--- config.mk ---
export PLATFORM = sky130hd
export DESIGN_NAME = rv_skid_fifo
export DESIGN_NICKNAME = d
export VERILOG_FILES = /design/src/rtl/rv_pkg.sv /design/src/rtl/rv_fifo_mem.sv /design/src/rtl/rv_skid_fifo.sv
export SDC_FILE = /design/constraint.sdc
export NUM_CORES = 1
export LEC_CHECK = 0
export BUFFER_PORTS_ARGS = -buffer_cell sky130_fd_sc_hd__buf_4
export CORE_UTILIZATION = 25
export DETAILED_ROUTE_END_ITERATION = 7
export MAX_ROUTING_LAYER = met4
export PLACE_DENSITY = 0.42
export SYNTH_ARGS = -nofsm -noshare
export SYNTH_HDL_FRONTEND = slang
export SYNTH_SLANG_ARGS = --single-unit
--- constraint.sdc ---
create_clock -name clk_i -period 2.55 [get_ports clk_i]
set_input_delay 0.1275 -clock clk_i [delete_from_list [all_inputs] [get_ports clk_i]]
set_output_delay 0.1275 -clock clk_i [all_outputs]
set_load 0.05 [all_outputs]
--- src/rtl/rv_pkg.sv ---
// ============================================================================
// Module  : rv_pkg
// Purpose : Shared types and constants for the ready/valid skid FIFO.
//           Holds the occupancy-state encoding used by rv_skid_fifo and the
//           width of the optional statistics counters.
// Ports   : none (package)
// Revision: 1.0 - initial release
// ============================================================================
`default_nettype none

package rv_pkg;

  // Occupancy state of the FIFO; outputs are decoded from this register only.
  typedef enum logic [1:0] {
    EMPTY = 2'd0,
    BUSY  = 2'd1,
    FULL  = 2'd2
  } rv_state_e;

  // Width of the optional transfer/stall statistics counters.
  localparam int RV_STAT_W = 32;

endpackage : rv_pkg

`default_nettype wire

--- src/rtl/rv_fifo_mem.sv ---
// ============================================================================
// Module  : rv_fifo_mem
// Purpose : DEPTH x DW flop-array storage for rv_skid_fifo. One synchronous
//           write port and one asynchronous read port. Contents are not reset.
// Ports   : clk_i    in   1       clock, rising edge
//           we_i     in   1       write enable
//           waddr_i  in   AW      write address
//           wdata_i  in   DW      write data
//           raddr_i  in   AW      read address
//           rdata_o  out  DW      read data (combinational from raddr_i)
// Revision: 1.0 - initial release
// ============================================================================
`default_nettype none

module rv_fifo_mem #(
  parameter int DW    = 32,
  parameter int DEPTH = 4,
  localparam int c_AW = $clog2(DEPTH)
) (
  input  logic            clk_i,
  input  logic            we_i,
  input  logic [c_AW-1:0] waddr_i,
  input  logic [DW-1:0]   wdata_i,
  input  logic [c_AW-1:0] raddr_i,
  output logic [DW-1:0]   rdata_o
);

  logic [DW-1:0] r_mem [DEPTH];

  // Storage has no reset: validity is tracked entirely by the controller.
  always_ff @(posedge clk_i) begin
    if (we_i) begin
      r_mem[waddr_i] <= wdata_i;
    end
  end

  assign rdata_o = r_mem[raddr_i];

endmodule : rv_fifo_mem

`default_nettype wire

--- src/rtl/rv_skid_fifo.sv ---
// ============================================================================
// Module  : rv_skid_fifo
// Purpose : Parametrised ready/valid elastic buffer. DEPTH-entry FIFO between
//           a producer (s_*) and a consumer (m_*) port. All handshake outputs
//           are decoded from registered state, so there is no combinational
//           path from s_* to m_* nor from m_ready_i to s_ready_o.
// Ports   : clk_i        in   1     clock, rising edge
//           rst_ni       in   1     asynchronous active-low reset
//           flush_i      in   1     synchronous flush, discards all entries
//           s_valid_i    in   1     producer valid
//           s_ready_o    out  1     FIFO can accept (not FULL)
//           s_data_i     in   DW    producer payload
//           m_valid_o    out  1     head entry valid (not EMPTY)
//           m_ready_i    in   1     consumer accepts head
//           m_data_o     out  DW    head payload, zero when m_valid_o=0
//           count_o      out  CW    occupancy 0..DEPTH
//           xfer_cnt_o   out  32    completed pops       (RV_FIFO_STATS_EN)
//           stall_cnt_o  out  32    producer stall cycles (RV_FIFO_STATS_EN)
// Config  : define RV_FIFO_STATS_EN to add the saturating statistics counters.
// Revision: 1.0 - initial release
// ============================================================================
`default_nettype none

module rv_skid_fifo
  import rv_pkg::*;
#(
  parameter int DW    = 32,
  parameter int DEPTH = 4,
  localparam int CW   = $clog2(DEPTH + 1)
) (
  input  logic                 clk_i,
  input  logic                 rst_ni,
  input  logic                 flush_i,
  input  logic                 s_valid_i,
  output logic                 s_ready_o,
  input  logic [DW-1:0]        s_data_i,
  output logic                 m_valid_o,
  input  logic                 m_ready_i,
  output logic [DW-1:0]        m_data_o,
  output logic [CW-1:0]        count_o
`ifdef RV_FIFO_STATS_EN
  ,
  output logic [RV_STAT_W-1:0] xfer_cnt_o,
  output logic [RV_STAT_W-1:0] stall_cnt_o
`endif
);

  localparam int c_PTR_W = $clog2(DEPTH);

  // --------------------------------------------------------------------------
  // Elaboration-time parameter check
  // --------------------------------------------------------------------------
  generate
    if ((DEPTH < 2) || ((DEPTH & (DEPTH - 1)) != 0)) begin : g_depth_check
      $error("rv_skid_fifo: DEPTH must be a power of 2 and >= 2");
    end
  endgenerate

  // --------------------------------------------------------------------------
  // State and handshake decode
  // --------------------------------------------------------------------------
  rv_state_e            r_state;
  logic [c_PTR_W-1:0]   r_wr_ptr;
  logic [c_PTR_W-1:0]   r_rd_ptr;
  logic [CW-1:0]        r_count;

  logic                 w_push;
  logic                 w_pop;
  logic                 w_we;
  logic [DW-1:0]        w_rdata;

  assign s_ready_o = (r_state != FULL);
  assign m_valid_o = (r_state != EMPTY);

  assign w_push = s_valid_i & s_ready_o;
  assign w_pop  = m_valid_o & m_ready_i;

  // A push coinciding with a flush is discarded, so it must not be written.
  assign w_we   = w_push & ~flush_i;

  // --------------------------------------------------------------------------
  // Storage
  // --------------------------------------------------------------------------
  rv_fifo_mem #(
    .DW    (DW),
    .DEPTH (DEPTH)
  ) u_mem (
    .clk_i   (clk_i),
    .we_i    (w_we),
    .waddr_i (r_wr_ptr),
    .wdata_i (s_data_i),
    .raddr_i (r_rd_ptr),
    .rdata_o (w_rdata)
  );

  // Head data is forced to zero when nothing valid is presented so stale
  // storage contents never leak onto the bus.
  assign m_data_o = m_valid_o ? w_rdata : '0;
  assign count_o  = r_count;

  // --------------------------------------------------------------------------
  // Controller FSM: state, pointers and occupancy
  // --------------------------------------------------------------------------
  always_ff @(posedge clk_i or negedge rst_ni) begin
    if (!rst_ni) begin
      r_state  <= EMPTY;
      r_wr_ptr <= '0;
      r_rd_ptr <= '0;
      r_count  <= '0;
    end else if (flush_i) begin
      // A pop in this cycle was already visible on m_*; it is simply not
      // presented again because the whole FIFO empties here.
      r_state  <= EMPTY;
      r_wr_ptr <= '0;
      r_rd_ptr <= '0;
      r_count  <= '0;
    end else begin
      // Pointers wrap naturally since DEPTH is a power of two.
      if (w_push) begin
        r_wr_ptr <= r_wr_ptr + c_PTR_W'(1);
      end
      if (w_pop) begin
        r_rd_ptr <= r_rd_ptr + c_PTR_W'(1);
      end

      if (w_push && !w_pop) begin
        r_count <= r_count + CW'(1);
      end else if (w_pop && !w_push) begin
        r_count <= r_count - CW'(1);
      end

      case (r_state)
        EMPTY: begin
          if (w_push) begin
            r_state <= BUSY;
          end
        end
        BUSY: begin
          if (w_push && !w_pop && (r_count == CW'(DEPTH - 1))) begin
            r_state <= FULL;
          end else if (w_pop && !w_push && (r_count == CW'(1))) begin
            r_state <= EMPTY;
          end
        end
        FULL: begin
          if (w_pop) begin
            r_state <= BUSY;
          end
        end
        default: begin
          r_state <= EMPTY;
        end
      endcase
    end
  end

`ifdef RV_FIFO_STATS_EN
  // --------------------------------------------------------------------------
  // Saturating statistics; cleared by reset only, flush leaves them intact.
  // --------------------------------------------------------------------------
  logic [RV_STAT_W-1:0] r_xfer_cnt;
  logic [RV_STAT_W-1:0] r_stall_cnt;

  always_ff @(posedge clk_i or negedge rst_ni) begin
    if (!rst_ni) begin
      r_xfer_cnt  <= '0;
      r_stall_cnt <= '0;
    end else begin
      if (w_pop && (r_xfer_cnt != '1)) begin
        r_xfer_cnt <= r_xfer_cnt + RV_STAT_W'(1);
      end
      if (s_valid_i && !s_ready_o && (r_stall_cnt != '1)) begin
        r_stall_cnt <= r_stall_cnt + RV_STAT_W'(1);
      end
    end
  end

  assign xfer_cnt_o  = r_xfer_cnt;
  assign stall_cnt_o = r_stall_cnt;
`endif

endmodule : rv_skid_fifo

`default_nettype wire
# Word-level counts from Yosys, hierarchy flattened
# Memory sizes are Yosys's and may differ from the RTL's.
# Cells that the tools add are included.
# word_totals
ff_bits	9
ramBits	128
in_bits	37
out_inout_bits	37
word_cells	49
mem_count	1
# op_classes
addsub	4
eq_ne	8
mux	16
bitwise_logic	4
reduce_logical	12
# mem_list
memory	words	width	read_ports	rd_clocked_by_memory_dff	wr	line_no	text
u_mem.r_mem	4	32	1	0	1	rv_fifo_mem.sv:28	logic [DW-1:0] r_mem [DEPTH];
# ops
operator	n
two-way mux 32 bit	1
two-way mux 2 bit	9
two-way mux 3 bit	3
inequality test 3 bit (second input constant)	2
one-hot mux 2 bit (3 select lines)	1
nonzero test 2 bit	3
adder 2 x 1 -> 2 bit (second input constant)	2
logical AND 1 bit	4
inequality test 4 bit (second input constant)	1
adder 3 x 1 -> 3 bit (second input constant)	1
AND 1 bit	3
equality test 3 x 1 -> 1 bit (second input constant)	1
equality test 3 x 2 -> 1 bit (second input constant)	1
AND reduction 3 bit	1
nonzero test 3 bit	1
subtractor 3 x 1 -> 3 bit (second input constant)	1
equality test 2 x 1 -> 1 bit (second input constant)	1
equality test 2 bit (second input constant)	1
zero test 1 bit	2
zero test 2 bit	1
two-way mux 1 bit	2
inequality test 2 bit (second input constant)	1
inverter 1 bit	1

# Depth between registers and ports, before layout
# Gate-level depths: netlist of the first run.
# depth
ltp_word	9
ltp_mapped	6
ltp_nobuf	6

# Hierarchy
# Synthesis of the first run repeated with hierarchy kept, for this count alone.
# unflattened
cells_unflattened	266
area_unflattened_um2	5464.0
# by_module_without_submodules
module	n_inst	cells_per_inst	area_per_inst_um2	seq_area_each_um2
rv_fifo_mem	1	171	4689.5	3843.7
rv_skid_fifo	1	95	774.5	225.2

# Worst setup path before layout of the first run
# Ideal clock, no wire load.
# synth_path
path_kind	reg-to-reg
from	register r_state[0]
to	memory u_mem.r_mem[0][0], enable pin
setup_ns	0.392
arrival_ns	2.108
t_required_ns	2.158
setup_slack_ns	0.050
path_stages_with_launch	6
n_path_buf	1
period_less_slack_ns	2.500
path_cell_list	dfrtp_1 -> nand2b_1 -> buf_2 -> and2_1 -> nor2b_1 -> and2_1
# synth_between
elab_chain_len	5
# synth_rtl
element	line_no	text
from (decl)	rv_skid_fifo.sv:62	rv_state_e r_state;
from (signal assigned)	rv_skid_fifo.sv:106	r_state <= EMPTY;
from (signal assigned)	rv_skid_fifo.sv:113	r_state <= EMPTY;
from (signal assigned)	rv_skid_fifo.sv:135	r_state <= BUSY;
inequality test 2 bit	rv_skid_fifo.sv:72	assign s_ready_o = (r_state != FULL);
net s_ready_o	rv_skid_fifo.sv:35	output logic s_ready_o,
AND 1 bit	rv_skid_fifo.sv:75	assign w_push = s_valid_i & s_ready_o;
AND 1 bit	rv_skid_fifo.sv:79	assign w_we = w_push & ~flush_i;
two-way mux 1 bit	rv_fifo_mem.sv:32	if (we_i) begin
two-way mux 1 bit (implied by the code)	rv_fifo_mem.sv:33	r_mem[waddr_i] <= wdata_i;
to (decl)	rv_fifo_mem.sv:28	
# The timed path passes the listed nets, and every way through them passes these cells.

# Final worst setup path of the first run
# layout_path
from	register r_rd_ptr[0]
to	output port m_data_o[27]
# layout_between
elab_chain_len	2
# layout_rtl
element	line_no	text
from (decl)	rv_skid_fifo.sv:64	logic [c_PTR_W-1:0] r_rd_ptr;
from (signal assigned)	rv_skid_fifo.sv:123	r_rd_ptr <= r_rd_ptr + c_PTR_W'(1);
memory (4 x 32 bit)	--	
two-way mux 32 bit	rv_skid_fifo.sv:98	assign m_data_o = m_valid_o ? w_rdata : '0;
to (decl)	rv_skid_fifo.sv:39	output logic [DW-1:0] m_data_o,
# Every way passes these cells.

==> results of run 1 <==
## logic make-up after synthesis
kind of cell | after synthesis | synth area share, %
multiplexers | 34 | 13.63
XOR/XNOR | 4 | 0.6392
AND/OR/NAND/NOR | 57 | 6.163
buffers and inverters | 23 | 1.849
adder cells (fa/ha/maj) | 8 | 1.826
AO/OA/AOI/OAI | 12 | 1.666
flip-flops | 137 | 74.23
## final timing paths
| kind | end |
|---|---|
| min | r_state[1]$_DFFE_PN0P_ |
| max in group asynchronous | r_rd_ptr[1]$_DFFE_PN0P_ |
| max | m_data_o[27] |
| min reg2reg | r_wr_ptr[0]$_DFFE_PN0P_ |
| max reg2reg | u_mem.r_mem[2][8]$_DFFE_PP_ |
| min in group clk_i | count_o[1]$_DFFE_PN0P_ |
## cell type report
cell class,count,area (µm²),area share [%]
clock buffer,17,425.4,5.762
clock inverter,15,133.9,1.813
inverter,7,26.28,0.3559
antenna,1,2.502,0.03389
sequential,137,4071,55.14
multi-input combinational,115,1316,17.83
tap,275,344.1,4.660
timing repair buffer,118,1064,14.40
## sequential cells by signal, summed over array words and instances (netlist names)
register	count
count_o	3
r_rd_ptr	2
r_state	2
r_wr_ptr	2
u_mem.r_mem	128
## repair_timing
action	in CTS	in global routing
hold endpoints to repair	146	0
setup endpoints to repair	0	0
hold buffers	36	0
## metrics by stage
step	util [%]	cell area, µm²	setup slack [ns]	hold WS (ns)	power [mW]
6_report	34.69	7383	0.3653	0.08010	5.543
5_1_grt	34.69	7383	0.1859	0.09137	5.762
4_1_cts	34.67	7381	0.3081	0.05952	5.629
3_5_place_dp	30.35	6461	0.3465	-0.03400	3.273
3_3_place_gp	30.35	6461	0.4242	-0.03846	3.272
2_1_floorplan	-	5482	0.04990	-0.1681	3.025
## layout by cell type, fill, tap and decap left out, types with 2 or more instances in the layout
cell type,n
buf_4,75
buf_12,7
mux4_2,32
bufinv_16,2
and2_1,33
dfrtp_2,2
edfxtp_1,128
a21oi_1,4
nor2_1,7
nand3_1,3
xnor2_1,2
ha_1,8
clkinv_2,5
nand2_1,2
and2_2,4
clkinv_4,2
clkbuf_16,17
inv_1,7
dfrtp_1,7
clkinv_1,4
dlygate4sd3_1,36
xor2_1,2
## power by group through the flow
stage	sequential [mW]	clock, mW	combinational (mW)
after floorplan	2.64	0	0.382
after global placement	2.62	0	0.651
after detailed placement	2.62	0	0.650
after CTS	2.58	2.36	0.696
after global routing	2.58	2.44	0.735
final	2.58	2.29	0.676
## per-layer routing
metal / up-vias / GRT usage [%] / share of wire [%]
met3: 11 / 3.598 / 3.7
met4: 0 / 3.636 / 1.3
met5: - / - / 0
met1: 1412 / 12.47 / 45
met2: 54 / 17.66 / 50
li1: 1325 / - / -
## cell usage after synthesis
cell type	n	area, µm²
or2_1	1	6.260
buf_2	6	30.03
mux2_4	1	15.01
or2_2	1	6.260
a21oi_1	4	20.02
xor2_1	2	17.52
buf_6	1	11.26
o211ai_4	1	21.27
o21a_1	1	7.510
or4b_1	1	10.01
xnor2_1	2	17.52
dfrtp_1	9	225.2
nor2b_1	1	6.260
nand3_2	1	10.01
inv_1	7	26.28
o21ai_0	1	5.000
a311oi_1	1	8.760
mux4_2	32	720.7
nor2_1	7	26.28
nand3_1	3	15.01
ha_1	8	100.1
nor3_1	1	5.000
a31oi_1	1	6.260
nand2b_1	1	6.260
mux2_2	1	11.26
o32a_1	1	10.01
nand2_1	2	7.510
a211oi_1	1	7.510
edfxtp_1	128	3844
nand3b_1	1	7.510
o21ai_1	1	5.000
clkbuf_1	9	33.78
and2_1	37	231.5
==> out/metrics.csv, run 1 <==
metric;value;unit
CP Launch Type;register;
Lkg Pwr;2.578;nW
Critical Path Fanout Max;6;
Setup Crit Path Kind;register to output port;
initial antenna violation count;1;
clk_skew;0.005555;ns
TNS Setup;0;ns
WP buf/inv;2;
Initial Utilization;25.75;%
Yosys warning total;0;
Die ar.;22520;µm²
Max Cap Viol;0;
nets@finish;441;
post-synthesis register bit count;137;
Non-Filler Instances;685;
max incr delay on CP;0.53;ns
first-pass GRT wire length;16.66;mm
# DRC;0;
Max transition margin;76.50;%
vias in the first global route;3001;
Worst Setup SP;r_rd_ptr[0]$_DFFE_PN0P_;
area grow syn2layout;34.70;%
WL/cell;15.72;µm
final setup violating endpoints;0;
CTS Buf Count;17;
total number of vias;2802;
Cell Int Power;4.246;mW
post-DP HPWL;6.804;mm
Hold Fails Final Rpt;0;
Inst Count DP;616;
final wirelength;10.77;mm
cells resized by post-CTS repair;0;
Final Slew Violations;0;
cell family with most CP delay;multiplexers;
Die Y;150.1;µm
GR Overflow Total;0;
Fmax achieved;457.7;MHz
clock period minus worst slack;2.185;ns
unrepaired setup endpoints after global routing;no;
Tightest Hold Check Type;input pin to async pin;
combinational group share of total power;12.2;%
CP Cell Sequence;buf_4 -> mux4_2 -> and2_1 -> buf_4;
H-tree depth;4;
router iterations before antenna repair;4;
number of port buffers;73;
post-synthesis instance area;5482;µm²
largest net degree at the start of global routing;35;
Clk pwr share;41.3;%
sequential area share after synthesis;74.23;%
worst endpoint required time;2.42;ns
outcome;completed;
Clk pin slew, worst setup/hold paths;0.06;ns
cell mode on critical path;buf_4;
Distinct cells, synth;33;
Fillers;2024;
Reg power frac;46.5;%
critical path endpoint category;output port;
Cell Rows;53;
worst reg-to-reg setup slack;0.37;ns
P_sw;1.296;mW
net count after synthesis;320;
slowest CP cell;mux4_2;
pwr dens;750.7;nW/µm²
Least-Margin Pin Slew;0.3525;ns
Reg2Reg Launch Point;r_state[0]$_DFFE_PN0P_;
Final period util;85.67;%
clk buf depth;2;
post-CTS setup buffers;0;
die width;150.1;µm
CTS tree;built;
Crit. path cell count;4;
share of layout cells above drive strength 1;37.41;%
IO Pins;74;
R2R depth;5;
CTS root buf;clkbuf_16;
Iter 0 DRT Violations;103;
syn avg cell area;19.93;µm²
peak supply drop;0.0004377;V
clk_lat worst skew;0.41;ns
GRT Util Overall;10.82;%
Worst Path Arrival;2.06;ns
Sink Count;137;
Post-Synthesis Cells;275;
RD Place Congestion;0.7308;
vias per cell;4.091;
Switching Share;23.39;%
Routed Antenna Nets;0;
core area;21290;µm²
Power figures use the tool's default switching activity.
==> inputs of run 2 (changes only) <==
Settings changed: SYNTH_HIERARCHICAL from default to 1.
Clock period 2.55 ns to 2.22 ns, I/O delays scaled along.
==> run 2 against run 1 <==
Effect of this change:
- hold slack got worse by 0.023 ns
- routed wire length increased by 3.8%
- area after synthesis decreased by 0.32%
- cell count decreased by 1.2%
- design area increased by 0.73%
- clock skew increased by 0.0036 ns
- via count decreased by 0.96%
- largest cell class unchanged
==> out/metrics.csv, run 2 <==
metric;value;unit
outcome;completed;
net count after synthesis;307;
Tightest Hold Check Type;input pin to async pin;
initial antenna violation count;0;
IO Pins;74;
Iter 0 DRT Violations;126;
CTS root buf;clkbuf_16;
most frequent cell after synthesis;edfxtp_1;
total number of vias;2775;
async set-reset flop share out of synthesis;6.569;%
Initial Utilization;25.75;%
RD Place Congestion;0.6884;
largest area contributor in the synthesized netlist;edfxtp_1;
GR Overflow Total;0;
P_sw;1.450;mW
number of port buffers;73;
Non-Filler Instances;677;
worst reg-to-reg setup slack;0.43;ns
Hold Fails Final Rpt;0;
Fillers;2050;
GRT Util Overall;11.00;%
Synth top area share;70.35;%
area grow syn2layout;36.11;%
clk_skew;0.009175;ns
clock period minus worst slack;2.069;ns
Lkg Pwr;2.540;nW
CP Launch Type;register;
Routed Antenna Nets;0;
peak supply drop;0.0004729;V
most frequent cells in the layout;edfxtp_1, buf_4, dlygate4sd3_1;
clk_lat worst skew;0.41;ns
Post-synth EDFFs;128;
share of layout cells above drive strength 1;38.06;%
WL/cell;16.51;µm
Biggest register;u_mem/r_mem;
Worst Path Arrival;1.96;ns
TNS Setup;0;ns
sequential area share after synthesis;74.47;%
post-synthesis register bit count;137;
CTS Buf Count;17;
CTS tree;built;
critical path endpoint category;output port;
Final period util;93.18;%
die width;149.8;µm
Setup Crit Path Kind;register to output port;
core area;21220;µm²
Sink Count;137;
diode count;0;
Distinct cells, synth;32;
Multi-input gate area;1318;µm²
synth cell count leaders;edfxtp_1, nor2b_1, mux4_2;
final wirelength;11.17;mm
vias per cell;4.099;
combinational group share of total power;11.1;%
Switching Share;22.19;%
Inst Count DP;609;
R2R depth;5;
leading register cell type out of synthesis;edfxtp_1;
Die ar.;22450;µm²
max reg flops;128;
unrepaired setup endpoints after global routing;no;
Cell Rows;53;
Cell Int Power;5.086;mW
clk buf depth;2;
cells resized by post-CTS repair;0;
Max Cap Viol;0;
Least-Margin Pin Slew;0.4376;ns
worst r2r dst;u_mem/r_mem[0][25]$_DFFE_PP_;
# DRC;0;
Critical Path Fanout Max;17;
nets@finish;431;
Reg2Reg Launch Point;r_state[0]$_DFFE_PN0P_;
Final WS setup;0.1515;ns
largest net degree at the start of global routing;35;
Clk pwr share;43.9;%
syn avg cell area;20.54;µm²
Fmax achieved;483.4;MHz
first-pass GRT wire length;16.96;mm
post-DP HPWL;6.461;mm
Post-Synthesis Cells;266;
Final Slew Violations;0;
Reg power frac;45.1;%
worst endpoint required time;2.11;ns
pwr dens;878.8;nW/µm²
slowest CP cell;mux4_1;
Setup Slack @ Placement;0.4304;ns
router iterations before antenna repair;4;
post-synthesis instance area;5464;µm²
total chip power;6.536;mW
final setup violating endpoints;0;
Synth area leaders;edfxtp_1, mux4_2, dfrtp_1;
placed inst area;6444;µm²
Yosys warning total;6;
Max transition margin;70.83;%
Design Area, Final;7437;µm²
Clk pin slew, worst setup/hold paths;0.06;ns
vias in the first global route;3003;
Die Y;149.8;µm
max incr delay on CP;0.56;ns
most common cell after layout, fill and taps aside;edfxtp_1;
H-tree depth;4;
Storage cell area;4071;µm²
CP Cell Sequence;buf_12 -> mux4_1 -> nor2b_1 -> buf_4;
## run 2: changes by cell type in the layout (fill, tap and decap cells not counted), moves of 3 or more
cell,before,now
and2_1,33,0
and2_2,4,0
clkinv_1,4,1
clkinv_2,5,2
clkinvlp_4,1,6
ha_1,8,4
inv_1,7,4
nor2b_1,1,33
## run 2: critical path, delay by kind of cell (launching register included)
kind	cells	cell delay [ns]
and+or+nand+nor	1	0.15
DFF	1	0.42
muxes	1	0.56
buffers and inverters	2	0.42
## run 2: through the flow
step                hold slack (ns)  util [%]
floorplan                   -0.1846         -
global route                0.06571     35.05
detailed placement         -0.04246     30.37
finish                      0.05735     35.05
global placement           -0.04745     30.37
CTS                         0.04860     34.93
## run 2: what timing repair did
| action | CTS | global route |
|---|---|---|
| buffers inserted | 0 | 0 |
| hold buffers | 36 | 0 |
| hold endpoints to repair | 146 | 0 |
| setup endpoints to repair | 0 | 1 |
## run 2: how the worst max path moves through the flow
stage                       startpoint                     endpoint  slack, ns  cells after the start
6_report       r_rd_ptr[0]$_DFFE_PN0P_                  m_data_o[0]       0.15                      4
2_1_floorplan   r_state[0]$_DFFE_PN0P_  u_mem/r_mem[0][0]$_DFFE_PP_     0.0002                      5
3_5_place_dp    r_state[0]$_DFFE_PN0P_  u_mem/r_mem[0][7]$_DFFE_PP_       0.43                      5
4_1_cts        r_rd_ptr[0]$_DFFE_PN0P_                  m_data_o[0]       0.05                      4
3_3_place_gp    r_state[0]$_DFFE_PN0P_  u_mem/r_mem[0][6]$_DFFE_PP_       0.49                      5
5_1_grt        r_rd_ptr[0]$_DFFE_PN0P_                  m_data_o[0]       0.03                      4
## run 2: power groups by stage
stage               Clock (mW)  Combinational [mW]  Sequential (mW)
global placement             0               0.683             2.99
finish                    2.87               0.725             2.94
global route              3.05               0.782             2.95
detailed placement           0               0.684             3.00
CTS                       2.94               0.737             2.94
floorplan                    0               0.428             3.01
## run 2: cell families after synthesis
| group | count (synthesis) | share of synthesized area, % |
|---|---|---|
| simple gates | 56 | 5.885 |
| buf+inv | 17 | 2.404 |
| compound gates | 12 | 1.695 |
| mux | 33 | 13.51 |
| fa+ha+maj | 4 | 0.9160 |
| xor+xnor | 7 | 1.122 |
| flops | 137 | 74.47 |
## run 2: final cells by class
cell class / instances / area share [%]
clock buffers: 18 / 5.771
clock inverters: 13 / 2.406
inverters: 4 / 0.2019
multi-input cells: 112 / 17.72
flip-flops and latches: 137 / 54.74
well taps: 275 / 4.627
repair buffers: 118 / 14.54
## run 2: routing by layer
| layer | up-vias | part of all wire [%] | GRT usage, % |
|---|---|---|---|
| met4 | 0 | 1.6 | 4.697 |
| li1 | 1306 | - | - |
| met5 | - | 0 | - |
| met2 | 66 | 47 | 17.20 |
| met3 | 14 | 4.6 | 3.354 |
| met1 | 1389 | 47 | 13.13 |
